===== src/rtl/step_alu_cpu_pkg.sv =====
// Shared opcode constants, sequencer state type and instruction-field offsets
// for step_alu_cpu.
package step_alu_cpu_pkg;

    localparam logic [3:0] OP_ADD  = 4'h0;
    localparam logic [3:0] OP_SUB  = 4'h1;
    localparam logic [3:0] OP_AND  = 4'h2;
    localparam logic [3:0] OP_OR   = 4'h3;
    localparam logic [3:0] OP_XOR  = 4'h4;
    localparam logic [3:0] OP_NOT  = 4'h5;
    localparam logic [3:0] OP_SHL  = 4'h6;
    localparam logic [3:0] OP_SHR  = 4'h7;
    localparam logic [3:0] OP_MUL  = 4'h8;
    localparam logic [3:0] OP_HALT = 4'hF;

    typedef enum logic [1:0] {
        S_IDLE,
        S_FETCH,
        S_EXEC,
        S_DONE
    } state_e;

    // Instruction word layout is {opcode[3:0], A[w-1:0], B[w-1:0]}.
    function automatic int op_lsb(input int w);
        return 2 * w;
    endfunction

    function automatic int a_lsb(input int w);
        return w;
    endfunction

    function automatic int b_lsb(input int w);
        return 0 * w;
    endfunction

endpackage


===== src/rtl/step_alu_cpu_core.sv =====
// Combinational ALU for opcodes 0-7; every other opcode yields zero result and flags.
module step_alu_core
    import step_alu_cpu_pkg::*;
#(
    parameter int WIDTH = 8
) (
    input  logic [3:0]       op_i,
    input  logic [WIDTH-1:0] a_i,
    input  logic [WIDTH-1:0] b_i,
    output logic [WIDTH-1:0] res_o,
    output logic             carry_o,
    output logic             borrow_o
);

    logic [WIDTH:0] sum;

    always_comb begin
        sum      = {1'b0, a_i} + {1'b0, b_i};
        res_o    = '0;
        carry_o  = 1'b0;
        borrow_o = 1'b0;
        case (op_i)
            OP_ADD: begin
                res_o   = sum[WIDTH-1:0];
                carry_o = sum[WIDTH];
            end
            OP_SUB: begin
                res_o    = a_i - b_i;
                borrow_o = (a_i < b_i);
            end
            OP_AND: res_o = a_i & b_i;
            OP_OR:  res_o = a_i | b_i;
            OP_XOR: res_o = a_i ^ b_i;
            OP_NOT: res_o = ~a_i;
            OP_SHL: begin
                res_o   = {a_i[WIDTH-2:0], 1'b0};
                carry_o = a_i[WIDTH-1];
            end
            OP_SHR: begin
                res_o   = {1'b0, a_i[WIDTH-1:1]};
                carry_o = a_i[0];
            end
            default: ;
        endcase
    end

endmodule


===== src/rtl/step_alu_cpu.sv =====
// Single-step ALU processor: IDLE -> FETCH -> EXEC -> DONE per rising edge of next_out.
// Define STEP_ALU_CPU_MUL_EN to add a WIDTH-step shift-add multiplier for opcode 8.
module step_alu_cpu
    import step_alu_cpu_pkg::*;
#(
    parameter int WIDTH = 8,
    parameter int DEPTH = 16,
    localparam int PC_W = $clog2(DEPTH),
    localparam int IW   = 4 + 2 * WIDTH
) (
    input  logic             clk,
    input  logic             rst,
    input  logic             next_out,
    input  logic             prog_we,
    input  logic [PC_W-1:0]  prog_addr,
    input  logic [IW-1:0]    prog_data,
    output logic [3:0]       opcode,
    output logic [WIDTH-1:0] operand_A_out,
    output logic [WIDTH-1:0] operand_B_out,
    output logic [WIDTH-1:0] result_out,
    output logic             carry_out,
    output logic             borrow_out,
    output logic             data_out,
    output logic             result_ready,
    output logic [PC_W-1:0]  pc_out,
    output logic             halted
);

    localparam int OP_L = op_lsb(WIDTH);
    localparam int A_L  = a_lsb(WIDTH);
    localparam int B_L  = b_lsb(WIDTH);

    state_e            state_q, state_d;
    logic [IW-1:0]     mem [DEPTH];
    logic [IW-1:0]     fetch_w;
    logic              next_s_q, next_p_q, step_edge;
    logic [PC_W-1:0]   pc_q;
    logic              halted_q, ready_q, zero_q;
    logic [3:0]        op_q;
    logic [WIDTH-1:0]  a_q, b_q, result_q;
    logic              carry_q, borrow_q;
    logic [WIDTH-1:0]  alu_res, alu_res_q, fin_res;
    logic              alu_c, alu_b, alu_c_q, alu_b_q, fin_c, fin_b;

    // next_out is registered once before edge detection, so an edge sampled
    // at clock k is acted upon at clock k+1.
    assign step_edge = next_s_q & ~next_p_q;
    assign fetch_w   = mem[pc_q];

    always_ff @(posedge clk) begin
        if (prog_we && state_q == S_IDLE) begin
            mem[prog_addr] <= prog_data;
        end
    end

    step_alu_core #(.WIDTH(WIDTH)) u_core (
        .op_i     (op_q),
        .a_i      (a_q),
        .b_i      (b_q),
        .res_o    (alu_res),
        .carry_o  (alu_c),
        .borrow_o (alu_b)
    );

`ifdef STEP_ALU_CPU_MUL_EN
    localparam int CNT_W = $clog2(WIDTH + 1);
    logic [2*WIDTH-1:0] mul_acc_q, mul_mcand_q;
    logic [WIDTH-1:0]   mul_mplier_q;
    logic [CNT_W-1:0]   mul_cnt_q;
    logic               mul_busy;

    assign mul_busy = (op_q == OP_MUL) && (mul_cnt_q != CNT_W'(WIDTH));

    always_ff @(posedge clk) begin
        if (rst) begin
            mul_acc_q    <= '0;
            mul_mcand_q  <= '0;
            mul_mplier_q <= '0;
            mul_cnt_q    <= '0;
        end else if (state_q == S_FETCH) begin
            mul_acc_q    <= '0;
            mul_mcand_q  <= {{WIDTH{1'b0}}, fetch_w[A_L +: WIDTH]};
            mul_mplier_q <= fetch_w[B_L +: WIDTH];
            mul_cnt_q    <= '0;
        end else if (state_q == S_EXEC && mul_busy) begin
            if (mul_mplier_q[0]) begin
                mul_acc_q <= mul_acc_q + mul_mcand_q;
            end
            mul_mcand_q  <= {mul_mcand_q[2*WIDTH-2:0], 1'b0};
            mul_mplier_q <= {1'b0, mul_mplier_q[WIDTH-1:1]};
            mul_cnt_q    <= mul_cnt_q + CNT_W'(1);
        end
    end

    always_comb begin
        fin_res = alu_res_q;
        fin_c   = alu_c_q;
        fin_b   = alu_b_q;
        if (op_q == OP_MUL) begin
            fin_res = mul_acc_q[WIDTH-1:0];
            fin_c   = |mul_acc_q[2*WIDTH-1:WIDTH];
            fin_b   = 1'b0;
        end
    end
`else
    logic mul_busy;
    assign mul_busy = 1'b0;

    always_comb begin
        fin_res = alu_res_q;
        fin_c   = alu_c_q;
        fin_b   = alu_b_q;
    end
`endif

    always_comb begin
        state_d = state_q;
        case (state_q)
            S_IDLE:  if (step_edge && !halted_q) state_d = S_FETCH;
            S_FETCH: state_d = S_EXEC;
            S_EXEC:  if (!mul_busy) state_d = S_DONE;
            S_DONE:  state_d = S_IDLE;
            default: state_d = S_IDLE;
        endcase
    end

    always_ff @(posedge clk) begin
        if (rst) begin
            state_q   <= S_IDLE;
            next_s_q  <= 1'b0;
            next_p_q  <= 1'b0;
            pc_q      <= '0;
            halted_q  <= 1'b0;
            ready_q   <= 1'b0;
            op_q      <= '0;
            a_q       <= '0;
            b_q       <= '0;
            alu_res_q <= '0;
            alu_c_q   <= 1'b0;
            alu_b_q   <= 1'b0;
            result_q  <= '0;
            carry_q   <= 1'b0;
            borrow_q  <= 1'b0;
            zero_q    <= 1'b1;
        end else begin
            state_q  <= state_d;
            next_s_q <= next_out;
            next_p_q <= next_s_q;
            ready_q  <= 1'b0;
            case (state_q)
                S_FETCH: begin
                    op_q <= fetch_w[OP_L +: 4];
                    a_q  <= fetch_w[A_L +: WIDTH];
                    b_q  <= fetch_w[B_L +: WIDTH];
                end
                S_EXEC: begin
                    alu_res_q <= alu_res;
                    alu_c_q   <= alu_c;
                    alu_b_q   <= alu_b;
                end
                S_DONE: begin
                    if (op_q == OP_HALT) begin
                        halted_q <= 1'b1;
                    end else begin
                        result_q <= fin_res;
                        carry_q  <= fin_c;
                        borrow_q <= fin_b;
                        zero_q   <= (fin_res == '0);
                        ready_q  <= 1'b1;
                        pc_q     <= pc_q + PC_W'(1);
                    end
                end
                default: ;
            endcase
        end
    end

    assign opcode        = op_q;
    assign operand_A_out = a_q;
    assign operand_B_out = b_q;
    assign result_out    = result_q;
    assign carry_out     = carry_q;
    assign borrow_out    = borrow_q;
    assign data_out      = zero_q;
    assign result_ready  = ready_q;
    assign pc_out        = pc_q;
    assign halted        = halted_q;

endmodule


===== config.mk =====
export PLATFORM = sky130hd
export DESIGN_NAME = step_alu_cpu
export DESIGN_NICKNAME = d
export VERILOG_FILES = /design/src/rtl/step_alu_cpu_pkg.sv /design/src/rtl/step_alu_cpu_core.sv /design/src/rtl/step_alu_cpu.sv
export SDC_FILE = /design/constraint.sdc
export NUM_CORES = 1
export LEC_CHECK = 0
export BUFFER_PORTS_ARGS = -buffer_cell sky130_fd_sc_hd__buf_2
export CORE_ASPECT_RATIO = 1.2
export CORE_UTILIZATION = 30
export DETAILED_ROUTE_END_ITERATION = 10
export SYNTH_ARGS = -nofsm -noshare
export SYNTH_HDL_FRONTEND = slang
export SYNTH_SLANG_ARGS = --single-unit

===== constraint.sdc =====
create_clock -name clk -period 4.35 [get_ports clk]
set_clock_uncertainty 0.1 [all_clocks]
set_input_delay 1.305 -clock clk [delete_from_list [all_inputs] [get_ports clk]]
set_output_delay 1.305 -clock clk [all_outputs]
set_load 0.02 [all_outputs]

== Word level (Yosys, flattened, before mapping) ==
Memory sizes are Yosys's and may differ from the RTL's. A register that Yosys moved wholly into a read port is not among the register bits.
Cells that the tools add are included.

* Flip-flop bits (word level): 31
* Memory bits (writable): 320
* Input port bits: 28
* Logic and storage cells: 55
* Memories: 1

* Add/subtract/negate cells: 3
* Order comparisons: 1
* Eq/ne operators: 12
* Muxes and demuxes: 8
* Bitwise gates (word level): 8
* Reductions and logical operators: 9

{| class="wikitable"
|+ Memory list
! name !! depth !! width !! rd ports !! clocked after memory_dff !! write ports !! line !! RTL
|-
| mem || 16 || 20 || 1 || 1 || 1 || step_alu_cpu.sv:34 || <nowiki>logic [IW-1:0] mem [DEPTH];</nowiki>
|}

{| class="wikitable"
|+ Operators by type and width
! kind !! number
|-
| 8-bit case mux with 8 select lines || 1
|-
| 4-bit by 3-bit equality test with 1-bit output (second input constant) || 4
|-
| 8-bit by 8-bit adder with 9-bit output || 1
|-
| 8-bit AND || 1
|-
| 4-bit by 2-bit equality test with 1-bit output (second input constant) || 2
|-
| 8-bit zero test || 1
|-
| 8-bit < comparator || 1
|-
| 8-bit NOT || 1
|-
| 8-bit bitwise OR || 1
|-
| 2-bit case mux with 4 select lines || 1
|-
| 8-bit subtractor || 1
|-
| 8-bit XOR || 1
|-
| 4-bit by 1-bit adder with 4-bit output (second input constant) || 1
|-
| 2-bit equality test (second input constant) || 2
|-
| 4-bit by 1-bit equality test with 1-bit output (second input constant) || 1
|-
| 4-bit equality test (second input constant) || 1
|-
| 4-bit zero test || 1
|-
| 1-bit two-way mux || 4
|-
| 2-bit AND reduction || 2
|-
| 1-bit NOT || 3
|-
| 1-bit case mux with 3 select lines || 1
|-
| 2-bit by 1-bit equality test with 1-bit output (second input constant) || 1
|-
| 1-bit logical AND || 2
|-
| 2-bit zero test || 1
|-
| other kinds (5) || 5
|}

== Longest topological paths before layout ==
Gate-level depths: netlist of the first run.

* Depth after elaboration: 5
* Mapped depth: 10
* Mapped depth without buffers: 10

== Modules after synthesis ==
A second synthesis of the first run with hierarchy kept.

* Cell total of the unflattened synthesis: 1,061
* Area total of the unflattened synthesis: 15,603.7 µm²

{| class="wikitable"
|+ Modules (own cells, without submodules)
! module !! times used !! cells an instance !! area each (µm²) !! sequential area each (µm²)
|-
| step_alu_cpu || 1 || 880 || 14,272.4 || 10,630.2
|-
| step_alu_core || 1 || 181 || 1,331.3 || 0.0
|}

== Worst setup path after synthesis of the first run ==
OpenSTA, ideal clock, no wires.

* Kind: input -> register
* Start: in prog_addr[1]
* End: mem mem[0][0] (netlist bit), enable pin
* Library setup time: 0.422 ns
* Data arrival time: 3.139 ns
* Data required time: 3.828 ns
* Path slack: 0.688 ns
* Stages on the path: 2
* Path buffers: 0
* Path through: or3_1 > nor3_1

{| class="wikitable"
|+ RTL lines
! element !! line !! RTL
|-
| start, declared || step_alu_cpu.sv:15 || <nowiki>input logic [PC_W-1:0] prog_addr,</nowiki>
|-
| end, declared || step_alu_cpu.sv:34 ||
|}

Straight into the memory's write port.

== Worst setup path after layout of the first run ==
* Start: reg op_q[2], in the netlist opcode[2]
* End: out opcode[2]

{| class="wikitable"
|+ RTL lines
! element !! line !! RTL
|-
| start, declared || step_alu_cpu.sv:39 || <nowiki>logic [3:0] op_q;</nowiki>
|-
| start signal, assigned || step_alu_cpu.sv:152 || <nowiki>op_q <= fetch_w[OP_L +: 4];</nowiki>
|-
| end, declared || step_alu_cpu.sv:17 || <nowiki>output logic [3:0] opcode,</nowiki>
|}

No word-level cell between the ends.

==> results by group, run 1 <==
Global route
  – Global-route wire length before repair: around 54000 µm
  – Vias in the first global route: 8293
  – GRT Util Overall: between 10 and 15%
  – Antenna violations before repair: 1
  – Total gr overflow: 0
  – Largest net degree at the start of global routing: 46

Die
  – Chip height: about 250 µm
  – Core Box Area: 0.0514 mm²
  – I/O Pins: 65
  – Initial core utilization: about 30%
  – Die ar.: about 0.053 mm²
  – Die Wd: around 210 µm
  – Rows: between 90 and 100

Critical path
  – Crit Path Class: reg -> out
  – CP Buf/Inv Count: 2
  – Crit-path max cell delay: 0.58 ns
  – CP max FO: 19
  – CP top delay family: flip-flops
  – Worst Path Arrival: roughly 1.7 ns
  – R2R setup slack: between 1.5 and 2 ns
  – Capture point of the worst path: opcode[2]
  – R2R depth: 8
  – Capturing point of the worst reg2reg path: alu_res_q[5]
  – Worst EP required: between 2 and 3 ns
  – CP startpoint: opcode[2]
  – Startpoint types: flop
  – Crit path cell chain: buf_4 -> buf_2
  – WP depth: 2
  – FF-to-FF Start: operand_A_out[4]
  – Crit. End Element: output port
  – Slowest stage cell on the critical path: dfxtp_1

STA
  – Relative slew slack: about a quarter
  – Max-slew violations: 0
  – RSZ-0062 raised after global routing: false
  – Final Hold Fails: 0
  – Post-route clock period utilization: around 70%
  – Least-Margin Pin Slew: about 1.1 ns
  – Fmax: between 300 and 400 MHz
  – Fin Setup TNS: 0 ns
  – Final Critical Period: 3.07 ns
  – Final setup violation count: 0

Finish
  – FILL cells: just under 5000
  – Antenna Cells: 0
  – Nets: 1013
  – Synthesis-to-finish area growth: 15.4%
  – Layout cells sized above 1: ~23%

Placement
  – Buffers added on ports: between 60 and 70
  – Post-DP HPWL: between 20000 and 25000 µm
  – Final GP Congestion: approximately 0.88

Drt
  – Initial drt markers: 647
  – 1st-pass router iterations: 4
  – Mean routed wirelength per cell: roughly 21 µm
  – Via count: 8192
  – Vias/cell: between 4 and 5
  – DRC viols: 0
  – Routed Antenna Nets: 0
  – DRT Wirelength: approximately 36000 µm

Clocking
  – Setup bufs post-CTS: 0
  – Clk root buf: clkbuf_16
  – Clk sinks: roughly 370
  – Number of buffers created by CTS: 39
  – Hold buffers post-CTS: 0
  – Max clock buf depth: 3
  – Worst-path clk slew: roughly 0.06 ns
  – Skew-Pair Late Insertion Delay: 0.54 ns
  – CTS tree: done
  – # H-tree levels: 2
  – CTS resizes: 0

Power
  – Design Power: 8.87 mW
  – Pwr/cell area: 493 mW/mm²
  – Peak VDD IR: about 0.00030 V
  – Pleak: between 5 and 6 nW

Yosys
  – Area share of the largest cell type after synthesis: roughly 62%
  – Synth Register Bits: around 370
  – Yosys cell types: 60
  – Post-synth top area cell: edfxtp_1
  – Most common library cells after synthesis: edfxtp_1, mux4_2, nor2_1
  – Post-synth EDFFs: 320
  – Syn_nets: just over 900
  – Count leader, synth: edfxtp_1
  – Sequential-to-total area share from yosys stat: 68.2%
  – Synth warn: 0
  – Syn_area_per_cell: around 18 µm²
  – Synthesized instance count: 867
  – Ys flop type: edfxtp_1
  – Asr flop ratio synth: 0%
  – Synth Cell Area: around 0.016 mm²
  – Area contributors post-synth: edfxtp_1, mux4_2, mux4_1

Status
  – Status: finished, final reports clean

Flow run
  – Max-Cap Viols: 0

Min path
  – Worst Hold Class: reg -> reg
==> where the power goes <==
part           switching, mW  total [mW]  internal, mW
Sequential             0.177        4.19          4.01
Combinational          0.884        1.52         0.632
Clock                   1.33        3.16          1.83
Total                   2.39        8.87          6.47
==> sequential cells by signal, indices dropped and copies added, names as in the netlist <==
name           count
borrow_out         1
next_p_q           1
data_out           1
halted             1
operand_A_out      8
pc_out             4
next_s_q           1
state_q            2
operand_B_out      8
result_out         8
alu_b_q            1
mem              320
carry_out          1
opcode             4
result_ready       1
alu_c_q            1
alu_res_q          8
==> logic make-up after synthesis <==
logic type      count (synthesis)  synth area share (%)
compound gates                 89                  3.87
flops                         371                  68.2
fa+ha+maj                      32                  2.67
simple gates                  164                  4.95
mux                           125                  17.2
xor+xnor                        7                 0.393
buf+inv                        79                  2.71
==> layer usage <==
metal	share of wire (%)	track usage, %
met5	0	0
met4	2.4	4.44
met3	4.2	2.07
met2	52	24.7
met1	41	16.8
==> cell usage in the layout, fill, tap and decap left out, drive strengths merged, types with 15 or more instances in the layout <==
master,netlist,layout
a21oi,29,29
buf,29,90
clkbuf,16,47
clkinv,1,15
dfxtp,51,51
edfxtp,320,320
ha,30,30
inv,33,34
mux2i,21,21
mux4,102,102
nand2,43,43
nor2,60,60
==> per-stage QoR <==
stage / cells / util [%] / area [µm²] / worst slack, ns / hold WS, ns
detailed placement: 1609 / 32.7 / 16800 / 1.21 / 0.338
CTS: 1676 / 35.0 / 18000 / 1.24 / 0.352
finish: 1676 / 35.0 / 18000 / 1.28 / 0.345
floorplan: 867 / - / 15600 / 0.688 / 0.318
global route: 1676 / 35.0 / 18000 / 1.20 / 0.364
global placement: 1609 / 32.7 / 16800 / 1.40 / 0.339
==> worst min-delay path, delay by kind of cell (launching register included) <==
family / cells / cell delay [ns]
buffers and inverters: 1 / 0.06
and+or+nand+nor: 1 / 0.04
DFF: 1 / 0.30
==> layout make-up <==
class                   count  area, µm²  area share, %
inverters                  34        128          0.710
clock buffers              47       1010           5.59
flip-flops and latches    371      10600           59.1
well taps                 697        872           4.85
multi-input cells         417       4580           25.5
clock inverters            20        208           1.15
repair buffers             90        553           3.07
==> how the worst min path moves through the flow <==
stage | from | endpoint | cells past startpoint
2_1_floorplan | next_s_q | next_p_q | 2
3_3_place_gp | next_s_q | next_p_q | 2
3_5_place_dp | next_s_q | next_p_q | 2
4_1_cts | result_out[3] | result_out[3] | 2
5_1_grt | next_s_q | next_p_q | 2
6_report | next_s_q | next_p_q | 2
Note: power is estimated with default switching activity, not from simulation.
==> run 2: changes to the inputs <==
==> constraint.sdc (replaced) <==
create_clock -name clk -period 2.7 [get_ports clk]
set_clock_uncertainty 0.1 [all_clocks]
set_input_delay 0.81 -clock clk [delete_from_list [all_inputs] [get_ports clk]]
set_output_delay 0.81 -clock clk [all_outputs]
set_load 0.02 [all_outputs]
==> run 2 against run 1 <==
Clock-buffer cell count rose by 6. Register-to-register slack got worse by 1.4 ns. Non-clock buffer count grew 36. Largest power group unchanged. Highest routed layer is now met5. Utilization is 1.1 points higher. Critical path depth increased by 7. Total power increased by 67%. Sequential share of layout area shrank 1.7 points. Die area unchanged. Hold slack gained 0.0019 ns.
==> results by group, run 2 (synthesized netlist as in run 1, its figures left out) <==
Status
  – Status: finished, final reports clean

Die
  – Chip height: 252 µm (unchanged)
  – Rows: 91 (unchanged)
  – Die Wd: 210 µm (unchanged)
  – I/O Pins: 65 (unchanged)
  – Initial core utilization: 30.3% (unchanged)
  – Core Box Area: 0.0514 mm² (unchanged)
  – Die ar.: 0.0529 mm² (unchanged)

Clocking
  – Number of buffers created by CTS: 40 (+2.6%)
  – Setup bufs post-CTS: 0 (unchanged)
  – # H-tree levels: 2 (unchanged)
  – Clk sinks: 371 (unchanged)
  – Skew-Pair Late Insertion Delay: 0.54 ns (about the same)
  – Hold buffers post-CTS: 0 (unchanged)
  – Clk root buf: clkbuf_16
  – CTS resizes: 0 (unchanged)
  – Worst-path clk slew: 0.06 ns (about the same)
  – Max clock buf depth: 3 (unchanged)
  – CTS tree: done

Critical path
  – Capturing point of the worst reg2reg path: alu_res_q[7]
  – R2R depth: 9 (+1)
  – CP startpoint: operand_A_out[2]
  – FF-to-FF Start: operand_A_out[2]
  – Worst Path Arrival: 2.82 ns (+1.15 ns)
  – Startpoint types: flop
  – Capture point of the worst path: alu_res_q[7]
  – Crit. End Element: flop
  – Crit Path Class: reg -> reg
  – Worst EP required: 3.03 ns (+0.09 ns)
  – CP max FO: 7 (-12)
  – R2R setup slack: 0.21 ns (-1.40 ns)

Min path
  – Worst Hold Class: reg -> reg

STA
  – Final Critical Period: roughly 2.5 ns
  – RSZ-0062 raised after global routing: false
  – Post-route clock period utilization: between 90 and 100%
  – Max-slew violations: 0 (unchanged)
  – Least-Margin Pin Slew: 0.940 ns (-0.195 ns)
  – Final setup margin: 0.210 ns (-1.07 ns)
  – Final setup violation count: 0 (unchanged)
  – Final Hold Fails: 0 (unchanged)
  – Fin Setup TNS: 0 ns (unchanged)
  – Relative slew slack: 36.7% (+13 points)
  – Fmax: approximately 400 MHz

Power
  – Pleak: 6.08 nW (+4.9%)
  – Sw Share: 26.8% (-0.22 points)
  – Sequential group share of total power: 44.7% (-2.5 points)
  – Combinational Power Share: 18.8% (+1.7 points)
  – Pwr/cell area: 798 mW/mm² (+62%)
  – Int Pwr: 10.8 mW (+67%)
  – P_sw: 3.96 mW (+66%)
  – Peak VDD IR: 0.000509 V (+69%)
  – Clock power share: 36.5% (+0.8 points)

Drt
  – 1st-pass router iterations: 5 (+1)
  – DRT Wirelength: 36800 µm (+2.7%)
  – Initial drt markers: 569 (-12%)
  – Mean routed wirelength per cell: 21.4 µm (+0.16%)
  – Routed Antenna Nets: 0 (unchanged)
  – Vias/cell: 4.81 (-1.5%)
  – Via count: 8273 (+0.99%)
  – DRC viols: 0 (unchanged)

Placement
  – Buffers added on ports: 64 (unchanged)
  – Final GP Congestion: 0.887 (+0.90%)
  – Pre-CTS setup slack: 0.247 ns (-0.960 ns)
  – DP Cell Count: 1645 (+2.2%)
  – Post-DP HPWL: 23500 µm (+1.8%)

Finish
  – Largest register FFs: 320 (unchanged)
  – Cell Count, Final, Fillers Out: 1719 (+2.6%)
  – Layout cells sized above 1: 26.4% (+3.3 points)
  – Largest reg by FF count: mem
  – Most frequent cells in the layout: edfxtp_1, buf_2, mux4_2, nor2_1, dfxtp_1
  – Nets: 1050 (+3.7%)
  – Most common cell after layout, fill and taps aside: edfxtp_1
  – Final core utilization: 36.1% (+1.1 points)
  – Synthesis-to-finish area growth: 18.9%

Flow run
  – Max-Cap Viols: 0 (unchanged)

Global route
  – Vias in the first global route: 8594 (+3.6%)
  – GRT Util Overall: 14.2% (+0.43 points)
  – Largest net degree at the start of global routing: 32 (-30%)
  – Total gr overflow: 0 (unchanged)
  – Global-route wire length before repair: 55500 µm (+3.6%)
  – Antenna violations before repair: 3 (+2)
==> run 2: cell types whose count changed in the layout (fill, tap and decap cells not counted), moves of 2 or more <==
cell	delta
clkbuf_16	+2
buf_12	+13
buf_4	+23
inv_6	+4
clkbuf_1	+3
clkinv_1	-4
nor3_2	-4
nor3_4	+4
==> run 2: power groups by stage <==
stage	Clock, mW	Sequential, mW	Combinational (mW)
2_1_floorplan	0	6.81	1.75
3_3_place_gp	0	6.72	2.78
3_5_place_dp	0	6.73	2.79
4_1_cts	5.56	6.61	2.80
5_1_grt	5.76	6.64	3.04
6_report	5.41	6.61	2.78
==> run 2: final cells by class <==
| type | count | area [µm²] |
|---|---|---|
| fill | 4780 | 32800 |
| sequential | 371 | 10600 |
| clock inverter | 20 | 220 |
| inverter | 34 | 128 |
| antenna | 1 | 2.50 |
| timing repair buffer | 126 | 986 |
| multi-input combinational | 417 | 4610 |
| clock buffer | 53 | 1080 |
| tap | 697 | 872 |
==> run 2: worst min path at each step <==
| stage | from | to | slack (ns) | cells past startpoint |
|---|---|---|---|---|
| floorplan | next_s_q | next_p_q | 0.32 | 2 |
| global placement | result_out[5] | result_out[5] | 0.34 | 2 |
| detailed placement | next_s_q | next_p_q | 0.34 | 2 |
| CTS | next_s_q | next_p_q | 0.35 | 2 |
| global route | next_s_q | next_p_q | 0.37 | 2 |
| finish | next_s_q | next_p_q | 0.35 | 2 |
==> run 2: per-layer routing <==
| layer | track usage [%] | up-vias | wire length [µm] |
|---|---|---|---|
| met5 | 0 | - | 13 |
| met4 | 4.00 | 2 | 693 |
| met3 | 2.74 | 47 | 1750 |
| met2 | 24.3 | 190 | 18400 |
| met1 | 18.2 | 4304 | 16000 |
| li1 | - | 3730 | - |
==> run 2: critical path: stages, from the launching register on <==
cell	delay [ns]
dfxtp_1	0.44
inv_1	0.09
ha_1	0.38
nor3_1	0.07
a221o_1	0.38
o41ai_2	0.24
xor2_1	0.18
a221oi_1	0.09
buf_4	0.15
a2111oi_2	0.25
==> run 2: stage by stage <==
stage / hold WS [ns] / area, µm² / power (mW)
after floorplan: 0.318 / 15600 / 8.55
after global placement: 0.340 / 17200 / 9.51
after detailed placement: 0.335 / 17200 / 9.52
after CTS: 0.348 / 18500 / 15.0
after global routing: 0.371 / 18500 / 15.4
final: 0.347 / 18500 / 14.8
